## src/rtl/uart_sched_pkg.sv

```systemverilog
// Shared definitions for the UART transmit scheduler: FSM states, producer
// port indices and the fixed-priority winner picker.
package uart_sched_pkg;

    typedef enum logic [2:0] {
        ST_IDLE      = 3'd0,
        ST_SEND      = 3'd1,
        ST_WAIT_BUSY = 3'd2,
        ST_WAIT_DONE = 3'd3,
        ST_GAP       = 3'd4
    } sched_state_e;

    localparam int PORT_SW   = 0;
    localparam int PORT_KEY  = 1;
    localparam int PORT_LANG = 2;
    localparam int NUM_PORTS = 3;

    localparam logic [6:0] LANG_BYTE_PREFIX = 7'b0;

    // Language change beats keystroke beats switch bank.
    function automatic logic [NUM_PORTS-1:0] pick_winner(input logic [NUM_PORTS-1:0] pend);
        logic [NUM_PORTS-1:0] win;
        win = '0;
        if (pend[PORT_LANG]) begin
            win[PORT_LANG] = 1'b1;
        end else if (pend[PORT_KEY]) begin
            win[PORT_KEY] = 1'b1;
        end else if (pend[PORT_SW]) begin
            win[PORT_SW] = 1'b1;
        end
        return win;
    endfunction

endpackage

```

## src/rtl/tx_req_slot.sv

```systemverilog
// One-deep holding register for a single byte producer. A request in the
// same cycle as the grant-side clear keeps the slot full with the new byte.
module tx_req_slot (
    input  logic       clk,
    input  logic       reset,
    input  logic       req,
    input  logic [7:0] data,
    input  logic       clear,
    output logic       pending,
    output logic [7:0] q,
    output logic       overflow
);

    logic       pending_q, pending_d;
    logic [7:0] data_q, data_d;
    logic       overflow_q, overflow_d;

    always_comb begin
        pending_d  = pending_q;
        data_d     = data_q;
        overflow_d = 1'b0;
        if (req) begin
            pending_d  = 1'b1;
            data_d     = data;
            overflow_d = pending_q && !clear;
        end else if (clear) begin
            pending_d = 1'b0;
        end
    end

    always_ff @(posedge clk or posedge reset) begin
        if (reset) begin
            pending_q  <= 1'b0;
            data_q     <= 8'h00;
            overflow_q <= 1'b0;
        end else begin
            pending_q  <= pending_d;
            data_q     <= data_d;
            overflow_q <= overflow_d;
        end
    end

    assign pending  = pending_q;
    assign q        = data_q;
    assign overflow = overflow_q;

endmodule

```

## src/rtl/uart_tx_scheduler.sv

```systemverilog
// Shares one UART transmitter between the switch bank, keyboard and language
// flag: three holding slots, a fixed-priority arbiter and a tx_busy tracker.
//
// state        | meaning
// ST_IDLE      | waiting for any pending slot; grants the winner
// ST_SEND      | en_send strobe cycle
// ST_WAIT_BUSY | waiting for tx_busy to rise, with timeout
// ST_WAIT_DONE | byte on the wire, waiting for tx_busy to fall
// ST_GAP       | inter-byte idle spacing
module uart_tx_scheduler
    import uart_sched_pkg::*;
#(
    parameter int BUSY_TIMEOUT = 8,
    parameter int GAP_CYCLES   = 16
) (
    input  logic       clk,
    input  logic       reset,
    input  logic       sw_req,
    input  logic [7:0] sw_data,
    input  logic       key_req,
    input  logic [7:0] key_data,
    input  logic       is_thai,
    input  logic       tx_busy,
    output logic [7:0] send_data,
    output logic       en_send,
    output logic [2:0] grant,
    output logic [2:0] pending,
    output logic       overflow,
    output logic       dropped
);

    localparam int CNT_MAX = (BUSY_TIMEOUT > GAP_CYCLES) ? BUSY_TIMEOUT : GAP_CYCLES;
    localparam int CNT_W   = $clog2(CNT_MAX + 1);
    localparam logic [CNT_W-1:0] BUSY_TC = CNT_W'(BUSY_TIMEOUT);
    localparam logic [CNT_W-1:0] GAP_TC  = CNT_W'((GAP_CYCLES > 0) ? (GAP_CYCLES - 1) : 0);

    logic [NUM_PORTS-1:0] slot_req, slot_clear, slot_pending, slot_ovf;
    logic [7:0]           slot_din [NUM_PORTS];
    logic [7:0]           slot_q   [NUM_PORTS];
    logic [NUM_PORTS-1:0] winner;

    logic prev_thai_q, prev_thai_d;

    sched_state_e         state_q, state_d;
    logic [CNT_W-1:0]     cnt_q, cnt_d;
    logic [7:0]           send_data_q, send_data_d;
    logic                 en_send_q, en_send_d;
    logic [NUM_PORTS-1:0] grant_q, grant_d;
    logic                 dropped_q, dropped_d;

    // A level change on is_thai is turned into a one-cycle lang request.
    assign prev_thai_d         = is_thai;
    assign slot_req[PORT_SW]   = sw_req;
    assign slot_req[PORT_KEY]  = key_req;
    assign slot_req[PORT_LANG] = (is_thai != prev_thai_q);
    assign slot_din[PORT_SW]   = sw_data;
    assign slot_din[PORT_KEY]  = key_data;
    assign slot_din[PORT_LANG] = {LANG_BYTE_PREFIX, is_thai};

    tx_req_slot u_slot_sw (
        .clk     (clk),
        .reset   (reset),
        .req     (slot_req[PORT_SW]),
        .data    (slot_din[PORT_SW]),
        .clear   (slot_clear[PORT_SW]),
        .pending (slot_pending[PORT_SW]),
        .q       (slot_q[PORT_SW]),
        .overflow(slot_ovf[PORT_SW])
    );

    tx_req_slot u_slot_key (
        .clk     (clk),
        .reset   (reset),
        .req     (slot_req[PORT_KEY]),
        .data    (slot_din[PORT_KEY]),
        .clear   (slot_clear[PORT_KEY]),
        .pending (slot_pending[PORT_KEY]),
        .q       (slot_q[PORT_KEY]),
        .overflow(slot_ovf[PORT_KEY])
    );

    tx_req_slot u_slot_lang (
        .clk     (clk),
        .reset   (reset),
        .req     (slot_req[PORT_LANG]),
        .data    (slot_din[PORT_LANG]),
        .clear   (slot_clear[PORT_LANG]),
        .pending (slot_pending[PORT_LANG]),
        .q       (slot_q[PORT_LANG]),
        .overflow(slot_ovf[PORT_LANG])
    );

    assign winner = pick_winner(slot_pending);

    always_comb begin
        state_d     = state_q;
        cnt_d       = cnt_q;
        send_data_d = send_data_q;
        grant_d     = grant_q;
        en_send_d   = 1'b0;
        dropped_d   = 1'b0;
        slot_clear  = '0;
        case (state_q)
            ST_IDLE: begin
                if (|slot_pending) begin
                    slot_clear = winner;
                    grant_d    = winner;
                    en_send_d  = 1'b1;
                    state_d    = ST_SEND;
                    if (winner[PORT_LANG]) begin
                        send_data_d = slot_q[PORT_LANG];
                    end else if (winner[PORT_KEY]) begin
                        send_data_d = slot_q[PORT_KEY];
                    end else begin
                        send_data_d = slot_q[PORT_SW];
                    end
                end
            end
            ST_SEND: begin
                cnt_d   = '0;
                state_d = ST_WAIT_BUSY;
            end
            ST_WAIT_BUSY: begin
                if (tx_busy) begin
                    state_d = ST_WAIT_DONE;
                end else if (cnt_q + CNT_W'(1) == BUSY_TC) begin
                    dropped_d = 1'b1;
                    cnt_d     = '0;
                    if (GAP_CYCLES == 0) begin
                        state_d = ST_IDLE;
                        grant_d = '0;
                    end else begin
                        state_d = ST_GAP;
                    end
                end else begin
                    cnt_d = cnt_q + CNT_W'(1);
                end
            end
            ST_WAIT_DONE: begin
                if (!tx_busy) begin
                    cnt_d = '0;
                    if (GAP_CYCLES == 0) begin
                        state_d = ST_IDLE;
                        grant_d = '0;
                    end else begin
                        state_d = ST_GAP;
                    end
                end
            end
            ST_GAP: begin
                if (cnt_q == GAP_TC) begin
                    state_d = ST_IDLE;
                    grant_d = '0;
                end else begin
                    cnt_d = cnt_q + CNT_W'(1);
                end
            end
            default: begin
                state_d = ST_IDLE;
                grant_d = '0;
            end
        endcase
    end

    always_ff @(posedge clk or posedge reset) begin
        if (reset) begin
            state_q     <= ST_IDLE;
            cnt_q       <= '0;
            send_data_q <= 8'h00;
            en_send_q   <= 1'b0;
            grant_q     <= '0;
            dropped_q   <= 1'b0;
            prev_thai_q <= 1'b0;
        end else begin
            state_q     <= state_d;
            cnt_q       <= cnt_d;
            send_data_q <= send_data_d;
            en_send_q   <= en_send_d;
            grant_q     <= grant_d;
            dropped_q   <= dropped_d;
            prev_thai_q <= prev_thai_d;
        end
    end

    assign send_data = send_data_q;
    assign en_send   = en_send_q;
    assign grant     = grant_q;
    assign pending   = slot_pending;
    assign overflow  = |slot_ovf;
    assign dropped   = dropped_q;

endmodule

```

## config.mk

```make
export PLATFORM = sky130hd
export DESIGN_NAME = uart_tx_scheduler
export DESIGN_NICKNAME = d
export VERILOG_FILES = /design/src/rtl/uart_sched_pkg.sv /design/src/rtl/tx_req_slot.sv /design/src/rtl/uart_tx_scheduler.sv
export SDC_FILE = /design/constraint.sdc
export NUM_CORES = 1
export LEC_CHECK = 0
export BUFFER_PORTS_ARGS = -buffer_cell sky130_fd_sc_hd__clkbuf_2
export CELL_PAD_IN_SITES_DETAIL_PLACEMENT = 1
export CELL_PAD_IN_SITES_GLOBAL_PLACEMENT = 2
export CORE_ASPECT_RATIO = 1.1
export CORE_MARGIN = 2
export CORE_UTILIZATION = 30
export DETAILED_ROUTE_END_ITERATION = 12
export PLACE_DENSITY_LB_ADDON = 0.1
export SYNTH_ARGS = -nofsm -noshare
export SYNTH_HDL_FRONTEND = slang
export SYNTH_SLANG_ARGS = --single-unit
```

## constraint.sdc

```tcl
create_clock -name clk -period 6.5 [get_ports clk]
set_input_delay 1.3 -clock clk [delete_from_list [all_inputs] [get_ports clk]]
set_output_delay 1.3 -clock clk [all_outputs]
set_load 0.01 [all_outputs]
```

# Word-level counts from Yosys, hierarchy flattened
# Cells that the tools add are included.
[classes]
n_addsub = 1
n_reduce_logical = 18
eq_ne = 13
bitwise_logic = 1
n_mux = 36
[op_table]
columns = ["op", "n"]
rows = [
  ["$mux 3", 8],
  ["$mux 5", 4],
  ["$pmux 5 s4", 1],
  ["$mux 1", 18],
  ["$mux 8", 2],
  ["$pmux 3 s5", 1],
  ["$eq 5x4->1 const B", 2],
  ["$ne 2x2->1 const B", 5],
  ["$pmux 3 s3", 1],
  ["$reduce_or 3->1", 3],
  ["$reduce_and 4->1", 2],
  ["$eq 3x2->1 const B", 2],
  ["$reduce_bool 2->1", 3],
  ["$add 5x1->5 const B", 1],
  ["$reduce_bool 4->1", 1],
  ["$eq 3x1->1 const B", 1],
  ["$eq 3x3->1 const B", 1],
  ["$logic_and 1x1->1", 3],
  ["$logic_not 1->1", 3],
  ["$logic_not 3->1", 1],
  ["$ne 3x3->1 const B", 1],
  ["$reduce_and 3->1", 1],
  ["$mux 2", 1],
  ["$reduce_and 2->1", 1],
  ["other kinds (2)", 2],
]
[totals]
reg_bits = 45
output_inout_bits = 17
elab_cells = 85
inputBits = 22

# Longest topological paths before layout
# Gate-level depths: netlist (run 1).
[depth]
depth_word = 8
depth_mapped = 8
mapped_depth_nobuf = 7

# Modules after synthesis
# Synthesis (run 1) repeated with hierarchy kept, for this count alone.
[unflattened]
cells_unflattened = 202
area_unflattened_um2 = 2471.1
[by_module_without_submodules]
columns = ["mod", "seq_area_each_um2", "n_inst", "cells_each", "area_per_inst_um2"]
rows = [
  ["uart_tx_scheduler", 550.5, 1, 133, 1255.0],
  ["tx_req_slot", 250.2, 3, 23, 405.4],
]

# Least setup slack after synthesis (run 1)
# OpenSTA, ideal clock, no wires.
[synth_timing]
kind = "input -> register"
start = "input port tx_busy"
end = "register cnt_q[2]"
t_required_ns = 6.378
setup_ns = 0.122
cell_stages = 4
path_buffers = 0
arrival_ns = 2.155
setup_slack_ns = 4.224
cell_sequence = "or2b_1 a21o_1 a22o_1 a32o_1"
[synth_via]
elab_chain_cells = 2
word_cells_on_any_way = 3
cone_classes = "eq/ne: 2; reduce/logical: 1"
[synth_rtl]
columns = ["item", "line_no", "source"]
rows = [
  ["start, declared", "uart_tx_scheduler.sv:23", "input logic tx_busy,"],
  ["$ne 2x2->1 (no line)", "-", ""],
  ["$reduce_and 4->1 (no line) (*)", "-", ""],
  ["end signal, assigned", "uart_tx_scheduler.sv:176", "cnt_q <= cnt_d;"],
  ["end, declared", "uart_tx_scheduler.sv:45", "logic [CNT_W-1:0] cnt_q, cnt_d;"],
]
# Mark *: on every way between the ends. The rest lies on a longest branch, timed or not.
# A chain may end at the register's enable or synchronous reset.

# Worst setup path in the final report (run 1)
[layout_timing]
start = "register u_slot_key.pending_q (netlist: u_slot_key.pending)"
end = "output port pending[1]"
[layout_rtl]
columns = ["item", "line_no", "source"]
rows = [
  ["start, declared", "tx_req_slot.sv:14", "logic pending_q, pending_d;"],
  ["start signal, assigned", "tx_req_slot.sv:37", "pending_q <= pending_d;"],
  ["end, declared", "uart_tx_scheduler.sv:27", "output logic [2:0] pending,"],
]
# No word-level cell between the ends.

==> run_results.csv, run 1 <==
group,metric,value,unit
worst_setup_path,critPathKind,"reg -> out",
synth,synthDistinctLibCells,39,
timing,hold_viol,0,
synth,syn_area,2040,um^2
detailed_routing,drt_drc_violations_left,0,
detailed_routing,drt_iter0_drc,46,
cts,cts_made_buffers,5,
cts,clk_pin_slew,0.09,ns
floorplan,die_y,90.5,um
global_routing,grt_start_max_net_pins,46,
floorplan,die_x,82.6,um
worst_setup_path,cp_slowest_cell,"dfrtp_1",
timing,fin_worst_skew,0.0101,ns
floorplan,initial_utilization,0.309,
timing,fin_crit_sh,0.411,
cts,htreeDepth,2,
worst_setup_path,path_cells,"clkbuf_2",
cts,cts-root-buf,"clkbuf_8",
synth,yosysWarnings,0,
detailed_routing,firstDrtPassIters,4,
synth,synth_edf_count,0,
pwr,p_leak,0.00114,uW
layout,drive_above_1_share,0.308,
placed_design,place_ws,4.05,ns
global_routing,grt_pass1_vias,1533,
worst_setup_path,cp-end-kind,"primary output",
worst_setup_path,critPathMaxFanout,16,
placed_design,portBuffers,38,
timing,fmax,0.374,GHz
worst_setup_path,cp_top_family,"flip-flops",
layout,fin_util,0.358,
pwr,ir_worst_vdd,101,uV
layout,diodes,0,
timing,tightest_slew,1.16,ns
timing,rsz0062_at_grt,"no",
synth,ys_seq_area_frac,0.552,
synth,yosysTopAreaCell,"dfrtp_1",
timing,finalMaxSlewViolations,0,
floorplan,die-area,7470,um^2
placed_design,dp_hpwl,3170,um
worst_setup_path,path_buf_inv,1,
cts,cts_buffer_depth,2,
pwr,power_density,378,nW/um^2
global_routing,overflow,0,
pwr,power,892,uW
detailed_routing,wl,4530,um
cts,cts_resized,0,
synth,avgSynthCellArea,11.6,um^2
timing,finalWorstSetupSlack,3.83,ns
layout,area_delta_synth_final,15.9,%
synth,syn_nets,199,
worst_setup_path,cp_slowest_stage_delay,0.81,ns
cts,numClockSinks,45,
synth,synth_cells,175,
timing,finalCriticalPeriod,2.67,ns
global_routing,grt_usage,0.135,
detailed_routing,antenna_left,0,
cts,cts_tree,"yes",
worst_setup_path,critPathArrivalTime,1.37,ns
synth,synthFlopType,"dfrtp_1",
timing,tns,0,ns
detailed_routing,avgViaCountPerCell,4.89,
cts,holdBufCountCts,0,
floorplan,io_pins,39,
job,cap_violations,0,
global_routing,grt_first_pass_wirelength,7600,um
placed_design,routabilityCongestion,0.791,
timing,slew-limit-headroom,0.222,
detailed_routing,wl_per_cell,15.6,um
global_routing,grt_antenna_before_repair,0,
synth,synth_top_area_frac,0.552,
synth,async_flop_share,1.00,
worst_hold_path,hold_class,"reg -> reg",
worst_setup_path,worstPathRequired,5.20,ns
worst_setup_path,startpoint_type,"register",
layout,nets,231,
cts,post_cts_buffers,0,
synth,ys_ff_latch,45,
floorplan,core,6590,um^2
floorplan,fp-row-count,31,
timing,setup_violations,0,
status,outcome,"finished, final reports clean",
synth,yosys-top-cells-area,"dfrtp_1 55%, mux2_2 8.8%, mux2i_1 3.9%, o31ai_1 2.9%, nand2_1 2.6%",
detailed_routing,via_count,1418,
worst_setup_path,rrSetupSlack,4.36,ns
cts,clkLatencyLatePin,0.30,ns
-- final timing paths --
kind	from	endpoint	cells past startpoint
min in group asynchronous	reset	u_slot_lang.pending$_DFFE_PP0P_	2
hold / removal	send_data[4]$_DFFE_PP0P_	send_data[4]$_DFFE_PP0P_	2
max in group asynchronous	reset	cnt_q[0]$_DFFE_PP0P_	2
setup reg to reg	cnt_q[0]$_DFFE_PP0P_	cnt_q[2]$_DFFE_PP0P_	6
setup / recovery	u_slot_key.pending$_DFFE_PP0P_	pending[1]	1
hold reg to reg	send_data[4]$_DFFE_PP0P_	send_data[4]$_DFFE_PP0P_	2
-- cell type report --
type	instances	area, um^2
well taps	82	103
inverters	9	33.8
repair buffers	38	190
clock buffers	6	72.6
fillers	741	4230
multi-input cells	108	798
flip-flops and latches	45	1130
clock inverters	2	38.8
-- metrics by stage --
step                      area (um^2)  hold slack [ns]  std cells
after floorplan                  2040            0.480        175
after global placement           2250            0.465        282
after detailed placement         2250            0.477        282
after CTS                        2360            0.504        290
after global routing             2360            0.516        290
final                            2360            0.498        290
-- power breakdown --
group          leakage (uW)  switching (uW)  internal (uW)
combinational      0.000528             143            117
sequential         0.000555            75.7            340
clock             0.0000554             100            116
-- cell usage in the layout, fill, tap and decap left out, drive strengths merged, types with 5 or more instances in the layout --
master and count:
clkbuf 44, dfrtp 45, inv 9, mux2 16, mux2i 8, nand2 14, nand2b 5, nor2 6
o21ai 5, o31ai 9
-- kinds of logic (layout without fill, tap and decap cells) --
family,after synthesis,in the layout,synth area share
AOI/OAI and AO/OA,36,36,0.128
xor gates and xnor gates,1,1,0.00430
adders and majority gates,3,3,0.0172
buffers and inverters,22,55,0.0559
DFF,45,45,0.552
muxes,24,24,0.128
and+or+nand+nor,44,44,0.114
-- state kept, by name, indices dropped and copies added (netlist names), 3 cells and up --
name,cells
cnt_q,5
grant,3
send_data,8
state_q,3
u_slot_key.q,8
u_slot_sw.q,8
-- worst register-to-register path, cell delays in order (launching register included) --
cell and delay, ns:
dfrtp_1 0.44, ha_1 0.25, and3_1 0.20, ha_1 0.19, or4b_4 0.54, a22o_1 0.23, a32o_1 0.20
-- synthesized netlist by cell type (all sizes together) (2+ instances only) --
master	n
a21o	3
o21ai	5
a22o	4
and3	3
o22ai	2
nor2	6
buf	10
nand2b	5
o211ai	3
clkbuf	3
nand2	14
nor3	3
mux2	16
inv	9
o31ai	9
or3	3
ha	2
mux2i	8
or2b	2
nand3	3
dfrtp	45
a21oi	4
-- routing by layer --
metal / wire length (um) / global-route usage / vias up
met3: 202 / 0.0390 / 6
met4: 68 / 0.0451 / 0
met5: 0 / 0 / -
met2: 2250 / 0.216 / 26
met1: 2000 / 0.174 / 703
li1: - / - / 683
No activity file was read; power rests on OpenSTA's default activity.
==> inputs of run 2 (changes only) <==
ABC_AREA = 1   (was unset)
CORE_UTILIZATION = 29   (was 30)
clock period = 2.4 ns   (was 6.5 ns; I/O delays follow)
==> run 2 against run 1 <==
  * Routed wire length increased by 1.0%
  * Register-to-register slack worse by 3.7 ns
  * Synthesized cell count increased by 37%
  * Non-clock buffer count is 1 higher
  * Die area increased by 3.0%
  * Synthesized area shrank 0.25%
  * Clock power rose to 2.6 times the previous value
  * Final area is 1.5% higher
  * Sequential cell count unchanged
  * Sequential power rose to 2.5 times the previous value
==> run_results.csv, run 2 <==
group,metric,value,unit
status,outcome,"finished, final reports clean",
pwr,power_density,1020,nW/um^2
cts,clk_pin_slew,0.09,ns
floorplan,core,6890,um^2
timing,fmax,0.577,GHz
global_routing,grt_start_max_net_pins,46,
placed_design,portBuffers,38,
floorplan,initial_utilization,0.295,
global_routing,grt_pass1_vias,1699,
synth,synthFlopType,"dfrtp_1",
detailed_routing,wl_per_cell,12.5,um
floorplan,die-area,7700,um^2
cts,clkLatencyLatePin,0.29,ns
worst_setup_path,critPathMaxFanout,5,
timing,finalMaxSlewViolations,0,
worst_hold_path,hold_class,"in -> async",
worst_setup_path,path_buf_inv,1,
timing,hold_viol,0,
placed_design,dp_hpwl,3560,um
detailed_routing,avgViaCountPerCell,4.42,
worst_setup_path,reg2regPathDepth,9,
layout,layout_commonest_cell,"nand2_1",
layout,area_delta_synth_final,17.9,%
detailed_routing,via_count,1614,
job,cap_violations,0,
global_routing,overflow,0,
pwr,power,2460,uW
layout,layout.cells.most_common_list,"91 x nand2_1, 45 x dfrtp_1, 38 x clkbuf_2",
floorplan,die_x,83.8,um
pwr,ir_worst_vdd,350,uV
layout,fillCellCount,849,
worst_setup_path,startpoint_type,"register",
placed_design,dp_cells,358,
synth,synth.most_common_cell,"nand2_1",
floorplan,io_pins,39,
cts,numClockSinks,45,
synth,synthDistinctLibCells,26,
worst_setup_path,crit_top_cell,"nand2_1",
timing,setup_violations,0,
timing,fin_worst_skew,0.00633,ns
synth,syn_nets,264,
synth,ys_ff_latch,45,
cts,cts_resized,0,
synth,async_flop_share,1.00,
cts,cts_buffer_depth,2,
cts,holdBufCountCts,0,
worst_setup_path,worstPathRequired,2.57,ns
detailed_routing,firstDrtPassIters,4,
timing,slew-limit-headroom,0.610,
worst_setup_path,cp_top_family,"simple AND/OR/NAND/NOR gates",
timing,rsz0062_at_grt,"no",
detailed_routing,wl,4570,um
layout,fin_area,2400,um^2
synth,ys_seq_area_frac,0.554,
worst_setup_path,cp_slowest_cell,"dfrtp_1",
worst_setup_path,path_cells,"ha_1, nand2_1, nor2_1, ha_1, inv_1, nor2_1, nand2_1, nand2_1, o211ai_1",
cts,htreeDepth,2,
floorplan,fp-row-count,32,
synth,synth_cells,240,
worst_setup_path,critPathKind,"reg -> reg",
detailed_routing,drt_drc_violations_left,0,
synth,yosysWarnings,0,
timing,finalCriticalPeriod,1.73,ns
worst_setup_path,cp_slowest_stage_delay,0.43,ns
global_routing,grt_first_pass_wirelength,8180,um
worst_setup_path,cp-end-kind,"register",
synth,yosys-top-cells-area,"dfrtp_1 55%, nand2_1 17%, inv_1 3.7%, nor2_1 3.3%, nand3_1 2.5%",
layout,fin_util,0.348,
floorplan,die_y,91.8,um
detailed_routing,drt_iter0_drc,51,
synth,avgSynthCellArea,8.47,um^2
worst_setup_path,critPathArrivalTime,1.90,ns
synth,yosysTopAreaCell,"dfrtp_1",
layout,final_cells,365,
synth,syn_area,2030,um^2
detailed_routing,antenna_left,0,
global_routing,grt_antenna_before_repair,0,
global_routing,grt_usage,0.131,
cts,post_cts_buffers,0,
layout,diodes,0,
timing,tightest_slew,0.585,ns
synth,synth_edf_count,0,
worst_setup_path,crit_cells,9,
cts,cts_tree,"yes",
layout,nets,304,
synth,synth_common_cells,"91 x nand2_1, 45 x dfrtp_1, 20 x inv_1",
pwr,p_leak,0.00130,uW
placed_design,placed_cell_area,2290,um^2
cts,cts_made_buffers,5,
timing,fin_crit_sh,0.722,
cts,cts-root-buf,"clkbuf_8",
synth,synth_top_area_frac,0.554,
placed_design,routabilityCongestion,0.711,
layout,drive_above_1_share,0.221,
timing,tns,0,ns
[run 2: cell types whose count changed after synthesis, sizes merged, moves of 9 or more]
| cell | before | now |
|---|---|---|
| nand2 | 14 | 96 |
| mux2 | 16 | 0 |
| o31ai | 9 | 0 |
| nor2 | 6 | 22 |
| inv | 9 | 25 |
| o21ai | 5 | 16 |
[run 2: worst paths after layout]
path | startpoint | end | slack, ns
setup / recovery | cnt_q[0]$_DFFE_PP0P_ | state_q[1]$_DFFE_PP0P_ | 0.67
hold / removal | reset | cnt_q[4]$_DFFE_PP0P_ | 0.31
setup reg to reg | cnt_q[0]$_DFFE_PP0P_ | state_q[1]$_DFFE_PP0P_ | 0.67
hold reg to reg | u_slot_sw.q[5]$_DFFE_PP0P_ | u_slot_sw.q[5]$_DFFE_PP0P_ | 0.48
max in group asynchronous | reset | send_data[6]$_DFFE_PP0P_ | 1.69
min in group clk | is_thai | prev_thai_q$_DFF_PP0_ | 0.31
[run 2: final cells by class]
| cell class | count | area, um^2 | share of cell area |
|---|---|---|---|
| sequential | 45 | 1130 | 0.470 |
| multi-input combinational | 162 | 762 | 0.318 |
| timing repair buffer | 39 | 198 | 0.0825 |
| tap | 85 | 106 | 0.0444 |
| inverter | 27 | 101 | 0.0423 |
| clock buffer | 5 | 68.8 | 0.0287 |
| clock inverter | 2 | 35.0 | 0.0146 |
[run 2: through the flow]
| step | hold slack (ns) | worst slack, ns |
|---|---|---|
| floorplan | 0.442 | 0.842 |
| global placement | 0.456 | 0.730 |
| detailed placement | 0.463 | 0.673 |
| CTS | 0.300 | 0.658 |
| global route | 0.306 | 0.475 |
| finish | 0.309 | 0.668 |
[run 2: where the power goes]
group	total, uW	internal, uW	switching, uW
logic	858	301	556
registers	1040	919	124
clock network	555	303	252
[run 2: logic make-up (layout without fill, tap and decap cells)]
group,Yosys count,after routing,share of synthesized area
AND/OR/NAND/NOR,134,134,0.291
flip-flops,45,45,0.554
buffers and inverters,33,73,0.0714
AO/OA/AOI/OAI,26,26,0.0714
adder cells (fa/ha/maj),2,2,0.0123
[run 2: layer usage]
metal  GRT usage  up-vias  wire length [um]
met1       0.172      752              2140
met5           0        -                 0
li1            -      829                 -
met3      0.0270        5               177
met2       0.219       28              2200
met4      0.0363        0                53
[run 2: worst min-delay path: cells and delay by family]
kind	cells	cell delay [ns]
buffers and inverters	3	0.59
==> inputs of run 3 (changes only) <==
clock period = 1.57 ns   (was 2.4 ns; I/O delays follow)
==> run 3 against run 2 <==
  * Global-route usage rose by 0.71 points
  * Maximum frequency rose by 11%
  * Clock skew fell by 0.00085 ns
  * Routed wire length rose by 1.7%
  * Non-clock buffer count rose by 7
  * Combinational power rose by 81%
  * Largest cell class unchanged
==> run_results.csv, run 3 (same netlist as run 2, synthesis figures left out) <==
group,metric,value,unit
layout,drive_above_1_share,0.299,
detailed_routing,wl,4650,um
timing,slew-limit-headroom,0.793,
job,cap_violations,0,
worst_setup_path,cp_slowest_stage_delay,0.39,ns
pwr,pwr-share-comb,0.407,
detailed_routing,firstDrtPassIters,4,
pwr,power,3810,uW
worst_setup_path,reg2regPathDepth,11,
placed_design,place_ws,-0.0916,ns
global_routing,grt_usage,0.138,
timing,tightest_slew,0.309,ns
timing,rsz0062_at_grt,"yes",
cts,numClockSinks,45,
detailed_routing,drt_iter0_drc,38,
layout,fillCellCount,851,
floorplan,fp-row-count,32,
timing,fin_worst_skew,0.00548,ns
layout,area_delta_synth_final,24.2,%
timing,tns,0,ns
cts,clk_pin_slew,0.08,ns
timing,setup_violations,0,
pwr,p_leak,0.00134,uW
placed_design,routabilityCongestion,0.712,
pwr,p_seq_frac,0.412,
placed_design,dp_hpwl,3660,um
pwr,p_sw,1530,uW
detailed_routing,avgViaCountPerCell,4.43,
worst_setup_path,path_cells,"ha_2, nand2_2, nor2_2, ha_1, inv_2, nand3_4, nand2_4, nand2_8, nor2_4, nand3_2, nand2_1",
pwr,clockPowerShare,0.181,
layout,diodes,0,
global_routing,grt_antenna_before_repair,0,
cts,htreeDepth,2,
layout,nets,311,
placed_design,portBuffers,38,
timing,finalMaxSlewViolations,0,
cts,cts_buffer_depth,2,
floorplan,die_y,91.8,um
global_routing,overflow,0,
detailed_routing,via_count,1651,
floorplan,die-area,7700,um^2
cts,holdBufCountCts,0,
worst_setup_path,cp-end-kind,"register",
pwr,power.internal,2270,uW
worst_hold_path,hold_class,"in -> async",
floorplan,io_pins,39,
pwr,switching_share,0.402,
cts,clkLatencyLatePin,0.29,ns
timing,finalCriticalPeriod,1.56,ns
worst_setup_path,cp_slowest_cell,"dfrtp_1",
timing,finalWorstSetupSlack,0.0101,ns
timing,fmax,0.641,GHz
global_routing,grt_pass1_vias,1755,
timing,hold_viol,0,
cts,cts-root-buf,"clkbuf_8",
timing,fin_crit_sh,0.994,
pwr,power_density,1510,nW/um^2
pwr,ir_worst_vdd,553,uV
floorplan,core,6890,um^2
global_routing,grt_start_max_net_pins,46,
worst_setup_path,startpoint_type,"register",
floorplan,die_x,83.8,um
worst_setup_path,worstPathRequired,1.80,ns
layout,layout_commonest_cell,"nand2_1",
cts,cts_made_buffers,5,
floorplan,initial_utilization,0.295,
detailed_routing,drt_drc_violations_left,0,
cts,cts_tree,"yes",
worst_setup_path,critPathKind,"reg -> reg",
timing,whs,0.0238,ns
worst_setup_path,critPathMaxFanout,8,
detailed_routing,wl_per_cell,12.5,um
layout,layout.cells.most_common_list,"87 x nand2_1, 45 x dfrtp_1, 38 x clkbuf_2",
status,outcome,"finished, final reports clean",
layout,multi_input_area,845,um^2
worst_setup_path,critPathArrivalTime,1.79,ns
global_routing,grt_first_pass_wirelength,8490,um
detailed_routing,antenna_left,0,
layout,regArea,1130,um^2
==> run 3: changes by cell type in the layout (fill, tap and decap cells not counted), moves of 3 or more <==
cell and change:
nand2_2 +3, nor2_1 -4, nand3_2 +4, buf_4 +6
nand2_1 -4, nand3_1 -5
==> run 3: worst paths after layout <==
check                                            start                             to  slack, ns
setup / recovery                  cnt_q[1]$_DFFE_PP0P_           cnt_q[0]$_DFFE_PP0P_       0.01
hold / removal                                   reset  u_slot_sw.pending$_DFFE_PP0P_       0.02
setup reg to reg                  cnt_q[1]$_DFFE_PP0P_           cnt_q[0]$_DFFE_PP0P_       0.01
hold reg to reg            u_slot_key.q[2]$_DFFE_PP0P_    u_slot_key.q[2]$_DFFE_PP0P_       0.48
max in group asynchronous                        reset              dropped$_DFF_PP0_       1.32
min in group clk                               is_thai          prev_thai_q$_DFF_PP0_       0.14
==> run 3: metal layers <==
layer,up-vias,part of all wire,GRT usage
li1,842,-,-
met1,777,0.45,0.175
met2,26,0.50,0.239
met3,6,0.034,0.0279
met4,0,0.014,0.0403
met5,-,0,0
==> run 3: cell type report <==
cell class                      count  share of cell area
Clock inverter                      2             0.00396
Inverter                           27              0.0411
Tap cell                           85              0.0421
Sequential cell                    45               0.446
Clock buffer                        6              0.0287
Multi-Input combinational cell    162               0.334
Timing Repair Buffer               46               0.104
==> run 3: worst max-delay path: cells and delay by family, from the launching register on <==
| kind | cells | cell delay [ns] |
|---|---|---|
| simple gates | 8 | 0.65 |
| flops | 1 | 0.39 |
| fa+ha+maj | 2 | 0.39 |
| buf+inv | 1 | 0.07 |
==> run 3: power by group through the flow <==
stage / Clock, uW / Sequential, uW / Combinational [uW]
2_1_floorplan: 0 / 1610 / 957
3_3_place_gp: 0 / 1590 / 1410
3_5_place_dp: 0 / 1590 / 1420
4_1_cts: 724 / 1570 / 1440
5_1_grt: 770 / 1610 / 1780
6_report: 688 / 1570 / 1550
==> run 3: metrics by stage <==
step / area, um^2 / cells / util
after floorplan: 2030 / 240 / -
after global placement: 2350 / 364 / 0.341
after detailed placement: 2350 / 364 / 0.341
after CTS: 2450 / 372 / 0.356
after global routing: 2530 / 373 / 0.367
final: 2530 / 373 / 0.367
==> run 3: timing repair <==
item,CTS,global route
buffers inserted,0,1
pin swaps,3,7
endpoints found under the setup margin,9,12
hold endpoints to repair,0,0
resized for setup,5,20
